**config.mk**
```make
export PLATFORM = sky130hd
export DESIGN_NAME = arcade_input_ctrl
export DESIGN_NICKNAME = d
export VERILOG_FILES = /design/src/rtl/arcade_input_pkg.sv /design/src/rtl/arcade_input_ctrl_decoder.sv /design/src/rtl/arcade_input_ctrl.sv
export SDC_FILE = /design/constraint.sdc
export NUM_CORES = 1
export LEC_CHECK = 0
export ABC_AREA = 1
export BUFFER_PORTS_ARGS = -buffer_cell sky130_fd_sc_hd__buf_4
export CAP_MARGIN = 20
export CORE_ASPECT_RATIO = 1.75
export CORE_MARGIN = 10
export CORE_UTILIZATION = 44
export CTS_CLUSTER_DIAMETER = 80
export DETAILED_ROUTE_END_ITERATION = 8
export PLACE_DENSITY_LB_ADDON = 0.3
export SYNTH_ARGS = -nofsm -noshare
export SYNTH_HDL_FRONTEND = slang
export SYNTH_SLANG_ARGS = --single-unit
```
**constraint.sdc**
```tcl
create_clock -name clk_sys -period 1.55 [get_ports clk_sys]
set_clock_uncertainty 0.1 [all_clocks]
set_input_delay 0.2325 -clock clk_sys [delete_from_list [all_inputs] [get_ports clk_sys]]
set_output_delay 0.2325 -clock clk_sys [all_outputs]
set_load 0.01 [all_outputs]
```
**src/rtl/arcade_input_pkg.sv**
```systemverilog
// Shared scancodes, control-vector bit positions and sequencer state type
// for the arcade input conditioning stage.
package arcade_input_pkg;

    // Arrow keys (accepted with or without the extended prefix)
    localparam logic [7:0] SC_UP          = 8'h75;
    localparam logic [7:0] SC_DOWN        = 8'h72;
    localparam logic [7:0] SC_LEFT        = 8'h6B;
    localparam logic [7:0] SC_RIGHT       = 8'h74;
    // Player 1, non-extended only
    localparam logic [7:0] SC_FIRE        = 8'h14;
    localparam logic [7:0] SC_PADL        = 8'h26;
    localparam logic [7:0] SC_PADR        = 8'h29;
    // Player 2, non-extended only
    localparam logic [7:0] SC_P2_UP       = 8'h2D;
    localparam logic [7:0] SC_P2_DOWN     = 8'h2B;
    localparam logic [7:0] SC_P2_LEFT     = 8'h23;
    localparam logic [7:0] SC_P2_RIGHT    = 8'h34;
    localparam logic [7:0] SC_P2_FIRE     = 8'h1C;
    localparam logic [7:0] SC_P2_PADL     = 8'h1B;
    localparam logic [7:0] SC_P2_PADR     = 8'h15;
    // System keys, non-extended only
    localparam logic [7:0] SC_START1_A    = 8'h05;
    localparam logic [7:0] SC_START1_B    = 8'h16;
    localparam logic [7:0] SC_START2_A    = 8'h06;
    localparam logic [7:0] SC_START2_B    = 8'h1E;
    localparam logic [7:0] SC_COIN_A      = 8'h2E;
    localparam logic [7:0] SC_COIN_B      = 8'h36;
    localparam logic [7:0] SC_TEST        = 8'h2C;

    localparam int CTL_RIGHT = 0;
    localparam int CTL_LEFT  = 1;
    localparam int CTL_DOWN  = 2;
    localparam int CTL_UP    = 3;
    localparam int CTL_FIRE  = 4;
    localparam int CTL_PADL  = 5;
    localparam int CTL_PADR  = 6;
    localparam int CTL_W     = 7;

    typedef enum logic [2:0] {
        ST_IDLE,
        ST_COIN,
        ST_GAP,
        ST_START,
        ST_RELEASE
    } seq_state_t;

endpackage

```
**src/rtl/arcade_input_ctrl_decoder.sv**
```systemverilog
// PS/2 toggle-event detector and held-key register bank.
module ps2_key_decoder
    import arcade_input_pkg::*;
(
    input  logic        clk_sys,
    input  logic        reset_n,
    input  logic [10:0] ps2_key,
    output logic [6:0]  key_p1,
    output logic [6:0]  key_p2,
    output logic        key_start1,
    output logic        key_start2,
    output logic        key_coin,
    output logic        key_test
);

    logic       old_toggle;
    logic       pressed;
    logic       ext;
    logic [7:0] code;

    assign pressed = ps2_key[9];
    assign ext     = ps2_key[8];
    assign code    = ps2_key[7:0];

    always_ff @(posedge clk_sys) begin
        if (!reset_n) begin
            // Track the current toggle so leaving reset never looks like an event
            old_toggle <= ps2_key[10];
            key_p1     <= '0;
            key_p2     <= '0;
            key_start1 <= 1'b0;
            key_start2 <= 1'b0;
            key_coin   <= 1'b0;
            key_test   <= 1'b0;
        end else begin
            old_toggle <= ps2_key[10];
            if (ps2_key[10] != old_toggle) begin
                case (code)
                    SC_UP:    key_p1[CTL_UP]    <= pressed;
                    SC_DOWN:  key_p1[CTL_DOWN]  <= pressed;
                    SC_LEFT:  key_p1[CTL_LEFT]  <= pressed;
                    SC_RIGHT: key_p1[CTL_RIGHT] <= pressed;
                    default: begin
                        if (!ext) begin
                            case (code)
                                SC_FIRE:     key_p1[CTL_FIRE]  <= pressed;
                                SC_PADL:     key_p1[CTL_PADL]  <= pressed;
                                SC_PADR:     key_p1[CTL_PADR]  <= pressed;
                                SC_P2_UP:    key_p2[CTL_UP]    <= pressed;
                                SC_P2_DOWN:  key_p2[CTL_DOWN]  <= pressed;
                                SC_P2_LEFT:  key_p2[CTL_LEFT]  <= pressed;
                                SC_P2_RIGHT: key_p2[CTL_RIGHT] <= pressed;
                                SC_P2_FIRE:  key_p2[CTL_FIRE]  <= pressed;
                                SC_P2_PADL:  key_p2[CTL_PADL]  <= pressed;
                                SC_P2_PADR:  key_p2[CTL_PADR]  <= pressed;
                                SC_START1_A,
                                SC_START1_B: key_start1        <= pressed;
                                SC_START2_A,
                                SC_START2_B: key_start2        <= pressed;
                                SC_COIN_A,
                                SC_COIN_B:   key_coin          <= pressed;
                                SC_TEST:     key_test          <= pressed;
                                default: ;
                            endcase
                        end
                    end
                endcase
            end
        end
    end

endmodule

```
**src/rtl/arcade_input_ctrl.sv**
```systemverilog
// Merges PS/2 keys and joysticks into core control pins. Define
// ARCADE_AUTO_COIN_EN for the timed coin-then-start sequencer.
module arcade_input_ctrl
    import arcade_input_pkg::*;
#(
    parameter int COIN_CYCLES  = 120000,
    parameter int GAP_CYCLES   = 600000,
    parameter int START_CYCLES = 120000
) (
    input  logic        clk_sys,
    input  logic        reset_n,
    input  logic [10:0] ps2_key,
    input  logic [15:0] joystick_0,
    input  logic [15:0] joystick_1,
    output logic [6:0]  p1_ctrl,
    output logic [6:0]  p2_ctrl,
    output logic        start1,
    output logic        start2,
    output logic        coin1,
    output logic        test,
    output logic        seq_busy
);

    logic [6:0] key_p1;
    logic [6:0] key_p2;
    logic       key_start1;
    logic       key_start2;
    logic       key_coin;
    logic       key_test;
    logic       req_s1;
    logic       req_s2;
    logic       unused_joy_bits;

    ps2_key_decoder u_decoder (
        .clk_sys    (clk_sys),
        .reset_n    (reset_n),
        .ps2_key    (ps2_key),
        .key_p1     (key_p1),
        .key_p2     (key_p2),
        .key_start1 (key_start1),
        .key_start2 (key_start2),
        .key_coin   (key_coin),
        .key_test   (key_test)
    );

    assign req_s1          = key_start1 | joystick_0[7] | joystick_1[7];
    assign req_s2          = key_start2 | joystick_0[8] | joystick_1[8];
    assign unused_joy_bits = ^{joystick_0[15:9], joystick_1[15:9]};

    always_ff @(posedge clk_sys) begin
        if (!reset_n) begin
            p1_ctrl <= '0;
            p2_ctrl <= '0;
            test    <= 1'b0;
        end else begin
            p1_ctrl <= key_p1 | joystick_0[CTL_W-1:0];
            p2_ctrl <= key_p2 | joystick_1[CTL_W-1:0];
            test    <= key_test;
        end
    end

`ifdef ARCADE_AUTO_COIN_EN
    localparam int MAX_CYC = (COIN_CYCLES > GAP_CYCLES) ?
                             ((COIN_CYCLES > START_CYCLES) ? COIN_CYCLES : START_CYCLES) :
                             ((GAP_CYCLES > START_CYCLES) ? GAP_CYCLES : START_CYCLES);
    localparam int CNT_W   = (MAX_CYC > 1) ? $clog2(MAX_CYC) : 1;
    localparam logic [CNT_W-1:0] COIN_LAST  = CNT_W'(COIN_CYCLES - 1);
    localparam logic [CNT_W-1:0] GAP_LAST   = CNT_W'(GAP_CYCLES - 1);
    localparam logic [CNT_W-1:0] START_LAST = CNT_W'(START_CYCLES - 1);

    seq_state_t       state;
    seq_state_t       state_nx;
    logic [CNT_W-1:0] cnt;
    logic             cnt_clr;
    logic             sel2;
    logic             sel2_nx;
    logic             req_any;
    logic             req_prev;

    assign req_any = req_s1 | req_s2;

    always_comb begin
        state_nx = state;
        sel2_nx  = sel2;
        cnt_clr  = 1'b0;
        case (state)
            ST_IDLE: begin
                if (req_any && !req_prev) begin
                    state_nx = ST_COIN;
                    sel2_nx  = !req_s1;
                    cnt_clr  = 1'b1;
                end
            end
            ST_COIN: begin
                if (cnt == COIN_LAST) begin
                    state_nx = ST_GAP;
                    cnt_clr  = 1'b1;
                end
            end
            ST_GAP: begin
                if (cnt == GAP_LAST) begin
                    state_nx = ST_START;
                    cnt_clr  = 1'b1;
                end
            end
            ST_START: begin
                if (cnt == START_LAST) begin
                    state_nx = ST_RELEASE;
                    cnt_clr  = 1'b1;
                end
            end
            ST_RELEASE: begin
                if (!req_any) state_nx = ST_IDLE;
            end
            default: state_nx = ST_IDLE;
        endcase
    end

    // Outputs are decoded from the next state so they change with the state register
    always_ff @(posedge clk_sys) begin
        if (!reset_n) begin
            state    <= ST_IDLE;
            cnt      <= '0;
            sel2     <= 1'b0;
            req_prev <= 1'b0;
            start1   <= 1'b0;
            start2   <= 1'b0;
            coin1    <= 1'b0;
            seq_busy <= 1'b0;
        end else begin
            req_prev <= req_any;
            state    <= state_nx;
            sel2     <= sel2_nx;
            if (cnt_clr || state == ST_IDLE || state == ST_RELEASE)
                cnt <= '0;
            else
                cnt <= cnt + CNT_W'(1);
            start1   <= (state_nx == ST_START) && !sel2_nx;
            start2   <= (state_nx == ST_START) && sel2_nx;
            coin1    <= (state_nx == ST_COIN) | key_coin;
            seq_busy <= (state_nx != ST_IDLE);
        end
    end
`else
    localparam int unused_cycles = COIN_CYCLES + GAP_CYCLES + START_CYCLES;

    always_ff @(posedge clk_sys) begin
        if (!reset_n) begin
            start1 <= 1'b0;
            start2 <= 1'b0;
            coin1  <= 1'b0;
        end else begin
            start1 <= req_s1;
            start2 <= req_s2;
            coin1  <= key_coin;
        end
    end

    assign seq_busy = 1'b0;
`endif

endmodule

```
Yosys cells after proc, flatten, opt, wreduce, memory -nomap -nowiden
Cells that the tools add are included.
{"block": "classes", "muxes": 0, "bitwise": 8, "eq_ne": 22, "n_mul": 0, "shifts": 0, "order_cmp": 0, "div": 0, "n_addsub": 0, "n_reduce_logical": 22}
{"operator": "$eq 8x6->1 const B", "count": 9}
{"operator": "$reduce_and 4->1", "count": 14}
{"operator": "$eq 8x5->1 const B", "count": 6}
{"operator": "$eq 8x7->1 const B", "count": 4}
{"operator": "$eq 8x3->1 const B", "count": 2}
{"operator": "$or 7x7->7", "count": 2}
{"operator": "$reduce_and 2->1", "count": 4}
{"operator": "$reduce_or 2->1", "count": 3}
{"operator": "$or 1x1->1", "count": 4}
{"operator": "$reduce_or 4->1", "count": 1}
{"operator": "$not 1->1", "count": 2}
{"operator": "$ne 1x1->1", "count": 1}
{"block": "word_totals", "mem_bits_ro": 0, "ram_bits": 0, "wordCells": 77, "memories": 0, "ff_bits": 37, "inputBits": 45, "latch_bits": 0, "output_inout_bits": 19}

Logic depth before layout (Yosys ltp)
Gate-level depths: netlist of run 1.
{"block": "depth", "depth_word": 4, "depth_mapped": 11, "mapped_depth_nobuf": 10}

Modules after synthesis
From an unflattened synthesis of run 1, not the netlist that was laid out.
{"block": "hier_totals", "cells_unflattened": 286, "hier_area_um2": 1843.0}
{"module": "ps2_key_decoder", "seq_area_each_um2": 380.4, "n_inst": 1, "cells_each": 226, "area_each_um2": 1311.3}
{"module": "arcade_input_ctrl", "seq_area_each_um2": 360.3, "n_inst": 1, "cells_each": 60, "area_each_um2": 531.8}

Worst setup path before layout of run 1
Ideal clock, no wire load.
{"block": "synth_path", "path_kind": "input to register", "start": "input ps2_key[7]", "end": "register u_decoder.key_start1", "t_arrival_ps": 1083, "required_ps": 1335, "setup_ps": 115, "path_buffers": 1, "stages": 7, "slack_ps": 252, "path_cell_list": "inv_1 > nand4_1 > a21oi_1 > nor2_4 > clkbuf_8 > a21oi_1 > nor2_1"}
{"block": "synth_between", "elab_chain_len": 4, "elab_cells_between_ends": 10, "classes_between": "eq/ne (6); bitwise (1); reduce/logical (3)"}
{"element": "start: declaration", "line_no": "arcade_input_ctrl.sv:12", "text": "input logic [10:0] ps2_key,"}
{"element": "$eq 8x7->1", "line_no": "arcade_input_ctrl_decoder.sv:38", "text": "case (code)"}
{"element": "$reduce_or 4->1 (no line)"}
{"element": "$not 1->1 (no line)"}
{"element": "$reduce_and 4->1 (no line) (*)"}
{"element": "end signal: assignment", "line_no": "arcade_input_ctrl_decoder.sv:57", "text": "SC_START1_B: key_start1 <= pressed;"}
{"element": "end: declaration", "line_no": "arcade_input_ctrl_decoder.sv:10", "text": "output logic key_start1,"}
Mark *: on every way between the ends. The rest lies on a longest branch, timed or not.
A chain may end at the register's enable or synchronous reset.

Final worst setup path of run 1
{"block": "layout_path", "start": "register u_decoder.old_toggle", "end": "register u_decoder.key_p2[2]"}
{"block": "layout_between", "elab_chain_len": 2}
{"element": "start: declaration", "line_no": "arcade_input_ctrl_decoder.sv:16", "text": "logic old_toggle;"}
{"element": "start signal: assignment", "line_no": "arcade_input_ctrl_decoder.sv:28", "text": "old_toggle <= ps2_key[10];"}
{"element": "start signal: assignment", "line_no": "arcade_input_ctrl_decoder.sv:36", "text": "old_toggle <= ps2_key[10];"}
{"element": "$ne 1x1->1", "line_no": "arcade_input_ctrl_decoder.sv:37", "text": "if (ps2_key[10] != old_toggle) begin"}
{"element": "$reduce_and 4->1 (no line)"}
{"element": "end signal: indexed assignment", "line_no": "arcade_input_ctrl_decoder.sv:49", "text": "SC_P2_UP: key_p2[CTL_UP] <= pressed;"}
{"element": "end signal: indexed assignment", "line_no": "arcade_input_ctrl_decoder.sv:50", "text": "SC_P2_DOWN: key_p2[CTL_DOWN] <= pressed;"}
{"element": "end signal: indexed assignment", "line_no": "arcade_input_ctrl_decoder.sv:51", "text": "SC_P2_LEFT: key_p2[CTL_LEFT] <= pressed;"}
{"element": "end: declaration", "line_no": "arcade_input_ctrl_decoder.sv:9", "text": "output logic [6:0] key_p2,"}
Every way passes these cells.

==> results.txt, run 1 <==
* Clock buffers created by TritonCTS: 5
* Reg-to-reg critical path endpoint: u_decoder.key_p2[2]$_SDFFE_PN0P_
* Measured slew at the worst slew-check pin: ~0.54 ns
- Growth of design area from synthesis to finish: 33.8%
- The signal on the critical path passes through nand2_1 > inv_1 > nor2_4 > nand2_1 > nor3_2 > buf_4 > nand2_1 > nand2_1 > inv_1 > nor2_1.
* Commonest cells after routing, fill and taps aside: sky130_fd_sc_hd__nor2_1 (63), sky130_fd_sc_hd__nand2_1 (63), sky130_fd_sc_hd__buf_4 (57)
* Part of the power in registers: 51.5%
* Worst setup SP type: register
* Starting utilization of the core area: 44.8%
* Final hold slack: 0.0416 ns
- After detailed placement, the design holds a cell count of 364.
* Syn Inst Count: 268
* R2R Path Start: u_decoder.old_toggle$_DFF_P_
* Multi-input gate area: between 800 and 900 µm²
- Total via count after detailed routing: 1688
- CTS H-tree lvls: 2
- The clock passes through at most 2 buffers.
- Number of nets in the final layout: 370
- Final count of negative-setup-slack endpoints: 0
- Worst setup startpoint: u_decoder.old_toggle$_DFF_P_
* Leak pwr: 1.09 nW
* Core area: approximately 3800 µm²
- Pre-antenna DRT Iters: 4
- Entering global routing, the biggest net connects 29 pins.
- Reg2Reg Setup Slack: 0.12 ns
* Max-slew violation count: 0
- Clock transition at the register clock pins on the worst setup and hold paths after CTS: 0.07 ns
* Ports: between 60 and 70
* Number of antenna violations at the first check in global routing: 0
* Post-detail-place hpwl: 3260 µm
- Among cell families on the critical path, the largest total delay comes from simple AND/OR/NAND/NOR gates.
* Max Clock Freq: 0.702 GHz
* Footprint of the flip-flops and latches: 742 µm²
* Last element of the critical path: u_decoder.key_p2[2]$_SDFFE_PN0P_
- Power per cell area: 830 nW/µm²
* Post-layout utilization of the core: around three fifths
- Required time of the worst setup path: 1.68 ns
* Worst Hold Class: input port to register
- Of the available clock period, the critical path in the final layout requires about nine tenths.
- Core Rows: 30
* Critical path class: register to register
- Length in cells of the worst reg-to-reg path: 10
- The count of nets left with antenna violations once routing finished came out at 0.
* Sum of routed wire length over all layers: 4060 µm
- Of the total power, the clock network draws 34.4%.
- Counting every sink on the clock net gives 37.
- Die Wd: 67.2 µm
* Internal Pwr Total: 0.00141 W
* Synthesized cell area: 1720 µm²
- Min Tclk post-route: between 1 and 1.5 ns
- Cells with a size suffix above 1 make up 25.8% of the layout.
- Setup repair after global routing left no endpoint under its margin.
- In this run, the combinational gates consume about 14% of the power.
- Global routing consumed, over all layers together, 12.6% of the routing resources.
- Counting stages on the worst path, the most repeated cell is sky130_fd_sc_hd__nand2_1.
* Cell with the largest stage delay on the worst path: sky130_fd_sc_hd__dfxtp_2
- The final count of hold timing violations is 0.
- Clock Latency Late Sink: 0.29 ns
* CTS tree: yes
* Height of the die: 103 µm
* Area of the die: 6890 µm²
* Final RePlAce weighted congestion: between 0.8 and 0.9
* Register area share after synthesis: 43.2%
- In this run the tightest slew margin relative to its limit is 63.9%.
* # diodes: 0
- Switch share: 25.9%
- Counting both buffers and inverters, the worst setup path holds a total of 3.
- Endpoint kind of the worst setup timing path: register
- Number of port buffers: 48
- The via count of the first global-routing pass is 1650.
- Net count of the mapped netlist: 313
- The first global-routing pass estimated 6820 µm of wire.
- Number of DRC markers after the initial detailed-route iteration: 25
- After global routing the overflow that remains totals 0.
* Root Driver: sky130_fd_sc_hd__clkbuf_8
* Filler-free cell count of the finished design: about 370
- Switching power: 0.000493 W
* Routed wirelength normalized by instance count: 10.8 µm
- Cell variety after synth: 20
- In this design, the stage delay of the slowest critical-path cell is 0.32 ns.
- Number of warnings printed during yosys synthesis: 0
- A synthesized cell averages between 6 and 7 µm².
- Of all nets on the critical path, the largest fanout is 6.
- #FFs+latches synth: 37
* Vias per std cell: 4.51
- The worst-case IR drop observed on VDD is around 610 µV.
- Count of cell instances traversed by the critical path: 10
* WP data arrival: 1.55 ns
- Counting the fill cells in the layout gives between 300 and 400.
- Max-cap violations in this run came to 0.
- In the routed design, unresolved DRC markers number 0.
- The run finished with clean final reports.
[registers in the layout (all words and copies together), names as in the netlist]
signal                cells
p1_ctrl                   7
p2_ctrl                   7
u_decoder.key_p1          7
u_decoder.key_p2          7
coin1                     1
start1                    1
start2                    1
test                      1
u_decoder.key_coin        1
u_decoder.key_start1      1
u_decoder.key_start2      1
u_decoder.key_test        1
u_decoder.old_toggle      1
[tightest hold or removal path: cells and delay by family]
kind	cells	cell delay, ns
buf+inv	1	0.08
simple gates	2	0.09
[cells in the mapped netlist]
master	n	share of area, %
sky130_fd_sc_hd__nand2_1	64	14
sky130_fd_sc_hd__nor2_1	64	14
sky130_fd_sc_hd__dfxtp_1	37	43
sky130_fd_sc_hd__inv_1	37	8.1
sky130_fd_sc_hd__nand3_1	27	7.9
sky130_fd_sc_hd__a21oi_1	9	2.6
sky130_fd_sc_hd__nor3_1	8	2.3
sky130_fd_sc_hd__nand2_2	4	1.5
sky130_fd_sc_hd__clkbuf_1	3	0.66
sky130_fd_sc_hd__buf_2	2	0.58
sky130_fd_sc_hd__inv_2	2	0.44
sky130_fd_sc_hd__nand4_1	2	0.73
sky130_fd_sc_hd__nor2_2	2	0.73
sky130_fd_sc_hd__buf_1	1	0.22
sky130_fd_sc_hd__buf_4	1	0.44
sky130_fd_sc_hd__buf_6	1	0.66
sky130_fd_sc_hd__clkbuf_8	1	0.80
sky130_fd_sc_hd__conb_1	1	0.22
sky130_fd_sc_hd__nor2_4	1	0.66
sky130_fd_sc_hd__o21ai_0	1	0.29
[power by group through the flow]
stage | Combinational, W | Clock [W] | Sequential [W]
finish | 0.000268 | 0.000656 | 0.000982
global route | 0.000299 | 0.000716 | 0.000985
CTS | 0.000263 | 0.000686 | 0.000982
detailed placement | 0.000258 | 0 | 0.00100
global placement | 0.000256 | 0 | 0.00100
floorplan | 0.000111 | 0 | 0.00102
[cells by family (layout without fill, tap and decap cells)]
logic type | after synthesis | after routing | synth area share, %
buf+inv | 48 | 106 | 11.9
flops | 37 | 37 | 43.2
compound gates | 10 | 10 | 2.92
simple gates | 172 | 172 | 41.8
other cells | 1 | 1 | 0.219
[metrics by stage]
stage / total power, W / setup WS [ns] / TNS (ns) / cell area (µm²)
2_1_floorplan: 0.00113 / 0.252 / 0 / 1720
3_3_place_gp: 0.00126 / -0.0376 / -0.332 / 2150
3_5_place_dp: 0.00126 / -0.0551 / -0.283 / 2150
4_1_cts: 0.00193 / 0.0824 / 0 / 2250
5_1_grt: 0.00200 / 0.0203 / 0 / 2290
6_report: 0.00191 / 0.125 / 0 / 2290
[layer usage]
layer	up-vias	part of all wire, %	track usage [%]
met1	721	38	11.5
met2	38	53	23.4
li1	921	-	-
met5	-	0	0
met4	0	2.5	5.56
met3	8	6.7	4.68
[final cells by class]
class	count	share of cell area, %
multi-input combinational	183	35.3
sequential	37	32.3
timing repair buffer	59	19.6
inverter	39	6.38
clock buffer	5	3.00
tap	48	2.62
clock inverter	3	0.763
[repair_timing]
| action | CTS | global route |
|---|---|---|
| pin swaps | 0 | 2 |
| setup endpoints to repair | 2 | 9 |
| resized for setup | 2 | 10 |
| buffers inserted | 0 | 1 |
| hold endpoints to repair | 1 | 0 |
| hold buffers | 1 | 0 |
[worst min-delay path by stage]
| stage | from | slack [ns] | to | cells after the start |
|---|---|---|---|---|
| floorplan | ps2_key[10] | 0.16 | u_decoder.old_toggle$_DFF_P_ | 0 |
| global placement | ps2_key[10] | 0.25 | u_decoder.old_toggle$_DFF_P_ | 1 |
| detailed placement | ps2_key[10] | 0.26 | u_decoder.old_toggle$_DFF_P_ | 1 |
| CTS | joystick_1[3] | 0.04 | p2_ctrl[3]$_SDFF_PN0_ | 3 |
| global route | joystick_1[2] | 0.05 | p2_ctrl[2]$_SDFF_PN0_ | 3 |
| finish | joystick_1[6] | 0.04 | p2_ctrl[6]$_SDFF_PN0_ | 3 |
Power figures use the tool's default switching activity.
==> inputs of run 2 (changes only) <==
- ABC_AREA: 1 -> not set
- GPL_TIMING_DRIVEN: not set -> 0
==> run 2 against run 1 <==
- the flow now finishes with violations (setup timing)
- register-to-register slack worse by 0.33 ns
- area after synthesis is 17% lower
- via count is 19% lower
- flip-flop and latch count stayed put
- critical path depth is 5 lower
- first-iteration DRC count is 44% higher
- design area is 6.4% lower
- critical path type is now input port to register
- critical endpoint is now u_decoder.key_p1[6]$_SDFFE_PN0P_
==> results.txt, run 2 <==
* Status: complete, but fails checks
- Violations in the final reports: setup timing
- Root Driver: sky130_fd_sc_hd__clkbuf_8
* Top cell type by total area after synthesis: sky130_fd_sc_hd__dfxtp_1
* Final worst slack: -0.238 ns (-0.363 ns)
- Grouping stages by cell kind, the critical path spends the most delay in simple AND/OR/NAND/NOR gates.
- Max-slew violation count: 0 (unchanged)
* Count of buffering cells on the critical path with inverters included: 1 (-2)
- Final period util: 115% (+23 points)
* Clock Latency Late Sink: 0.29 ns (about the same)
- Walking the worst path, the cells encountered are buf_8 > or4b_4 > or3_4 > or4_4 > a21oi_2.
- Count of cell instances traversed by the critical path: 5 (-5)
* Starting utilization of the core area: 45.5% (+0.72 points)
- Number of port buffers: 46 (-4.2%)
- By area the synthesized netlist is led by sky130_fd_sc_hd__dfxtp_1 (52%), sky130_fd_sc_hd__nor2_1 (8.7%), sky130_fd_sc_hd__mux2i_1 (7.0%).
* WP data arrival: 1.92 ns (+0.37 ns)
- Number of DRC markers after the initial detailed-route iteration: 36 (+44%)
* Number of warnings printed during yosys synthesis: 0 (unchanged)
- Min Tclk post-route: 1.79 ns (+0.363 ns)
* Syn Inst Count: 154 (-43%)
* Number of enable-type register cells in the synthesized netlist: 0 (unchanged)
* Measured slew at the worst slew-check pin: 0.525 ns (-0.0150 ns)
- Via count of the first global-routing pass: 1381 (-16%)
- The largest fanout of any net on the critical path came to 5 (-1).
- Async set-or-reset flop fraction in the synthesized netlist: 0% (unchanged)
- Net count of the mapped netlist: 199 (-36%)
- Height of the die: 95.4 µm (-7.0%)
- The average cell area after synthesis was 9.29 µm² (+45%).
- Leak pwr: 0.915 nW (-16%)
- The final net count came to 261 (-29%).
* Area post-placement: 1850 µm² (-14%)
- The number of instances in the placed design was 243 (-33%).
- The HPWL after detailed placement is 2910 µm (-11%).
- Required time of the worst setup path: 1.68 ns (about the same)
- Unrepaired setup endpoints after global routing: yes
- Core Rows: 27 (-10%)
- Pre-antenna DRT Iters: 4 (unchanged)
* Ports: 64 (unchanged)
- Growth of design area from synthesis to finish: 50.2%
* Top cell types by occurrence after synthesis: sky130_fd_sc_hd__dfxtp_1 (37), sky130_fd_sc_hd__nor2_1 (33), sky130_fd_sc_hd__nand2_1 (13)
- The number of unique standard cell types used by synthesis is 30 (+50%).
* Worst setup SP type: input port
* Cell with the largest stage delay on the worst path: sky130_fd_sc_hd__or4_4
- The number of antenna-violating nets in the routed design is 0 (unchanged).
- Sum of routed wire length over all layers: 4030 µm (-0.72%)
* Clock transition at the register clock pins on the worst setup and hold paths after CTS: 0.06 ns (about the same)
- The CTS sink count was 37 (unchanged).
- The number of cells in the finished layout apart from fillers is 259 (-31%).
- The number of flip-flops and latches in the synthesized netlist was 37 (unchanged).
- Synthesized cell area: 1430 µm² (-17%)
* Number of max-cap violations: 0 (unchanged)
* Critical path class: input port to register
* Count of endpoints failing hold in the final timing report: 0 (unchanged)
- Power per cell area: 882 nW/µm² (+6.2%)
- Clock buffers created by TritonCTS: 5 (unchanged)
- The horizontal die dimension was 63.1 µm (-6.1%).
- CTS tree: yes
- The pin count of the biggest net entering global routing is 11 (-62%).
- # diodes: 0 (unchanged)
- Final standard cell area without fillers: 2150 µm² (-6.4%)
* Most common cell after layout, fill and taps aside: sky130_fd_sc_hd__buf_4
- Number of antenna violations at the first check in global routing: 0 (unchanged)
- Max IR drop VDD: 820 µV (+35%)
- Global-route total usage across every layer: 12.7% (+0.14 points)
* Final RePlAce weighted congestion: 0.833 (-6.0%)
* Register area share after synthesis: 51.8% (+8.6 points)
- Final hold slack: 0.00828 ns (-0.0334 ns)
* Cell with the most instances after synthesis: sky130_fd_sc_hd__dfxtp_1
- The tightest min-delay check is of the input port to register type.
- The global-route congestion overflow total was 0 (unchanged).
- Post-synth top area share: 51.8% (+8.6 points)
* Length in cells of the worst reg-to-reg path: 4 (-6)
- CTS Hold Buffers Added: 0 (-1)
- The peak per-stage delay on the critical path came to 0.55 ns (+0.23 ns).
- Place WS: -0.631 ns (-0.576 ns)
* Routed wirelength normalized by instance count: 15.5 µm (+43%)
* Area of the die: 6020 µm² (-13%)
- The number of vias per cell came to 5.30 (+17%).
* Worst relative slew slack: 64.5% (+0.59 points)
- The library cells used most frequently in the layout, excluding fill and tap cells, are sky130_fd_sc_hd__buf_4 (51), sky130_fd_sc_hd__dfxtp_1 (36), sky130_fd_sc_hd__nor2_1 (33).
- Layout cell share with drive strength beyond 1: 38.0% (+12 points)
* Drt drc: 0 (unchanged)
- The deepest clock path buffer count came to 2 (unchanged).
- The maximum operating frequency came to 0.559 GHz (-20%).
* CTS H-tree lvls: 2 (unchanged)
- Endpoint kind of the worst setup timing path: register
* Global-route wire length before repair: 6090 µm (-11%)
* Final count of negative-setup-slack endpoints: 10 (+10)
* Flip-flop cell with the highest count after synthesis: sky130_fd_sc_hd__dfxtp_1
- Number of cells traversed by the worst hold path: 1 (-2)
* Core area: 3140 µm² (-18%)
- The number of vias after detailed routing is 1372 (-19%).
==> run 2: worst paths after layout <==
kind | slack (ns) | end | startpoint
max | -0.24 | u_decoder.key_p1[6]$_SDFFE_PN0P_ | ps2_key[7]
max reg2reg | -0.21 | u_decoder.key_p1[6]$_SDFFE_PN0P_ | u_decoder.old_toggle$_DFF_P_
min reg2reg | 0.36 | test$_SDFF_PN0_ | u_decoder.key_test$_SDFFE_PN0P_
min | 0.008 | u_decoder.old_toggle$_DFF_P_ | ps2_key[10]
==> run 2: routing by layer <==
metal / vias up / part of all wire (%) / track usage [%]
met2: 37 / 55 / 24.0
met4: 0 / 2.8 / 7.12
met5: - / 0 / 0
met1: 666 / 37 / 11.5
li1: 660 / - / -
met3: 9 / 5.6 / 4.46
==> run 2: area by class of cell <==
class / count / area, µm²
flip-flops and latches: 37 / 744
inverters: 3 / 11.3
plain buffers: 9 / 37.5
multi-input cells: 104 / 768
clock buffers: 7 / 86.3
repair buffers: 56 / 447
fillers: 265 / 993
well taps: 43 / 53.8
==> run 2: cell families after synthesis <==
| logic type | Yosys count | synth area share, % |
|---|---|---|
| simple gates | 73 | 25.4 |
| mux | 11 | 7.79 |
| compound gates | 16 | 8.75 |
| flops | 37 | 51.8 |
| buf+inv | 13 | 4.20 |
| xor+xnor | 3 | 1.84 |
| other cells | 1 | 0.262 |
==> run 2: power breakdown <==
part           internal, W  switching (W)
sequential        0.000975     0.00000672
combinational     0.000120       0.000130
clock             0.000352       0.000312
total              0.00145       0.000448
==> run 2: what timing repair did <==
| action | CTS | global route |
|---|---|---|
| pin swaps | 4 | 6 |
| resized for setup | 18 | 14 |
| buffers inserted | 5 | 5 |
| endpoints found under the setup margin | 8 | 12 |
| endpoints found under the hold margin | 0 | 0 |
==> run 2: stage by stage <==
stage	power (W)	TNS, ns	util [%]
6_report	0.00189	-1.47	68.4
3_3_place_gp	0.00121	-3.93	58.9
3_5_place_dp	0.00122	-4.32	58.9
4_1_cts	0.00190	-1.17	66.1
5_1_grt	0.00197	-1.98	68.4
2_1_floorplan	0.00109	-1.91	-
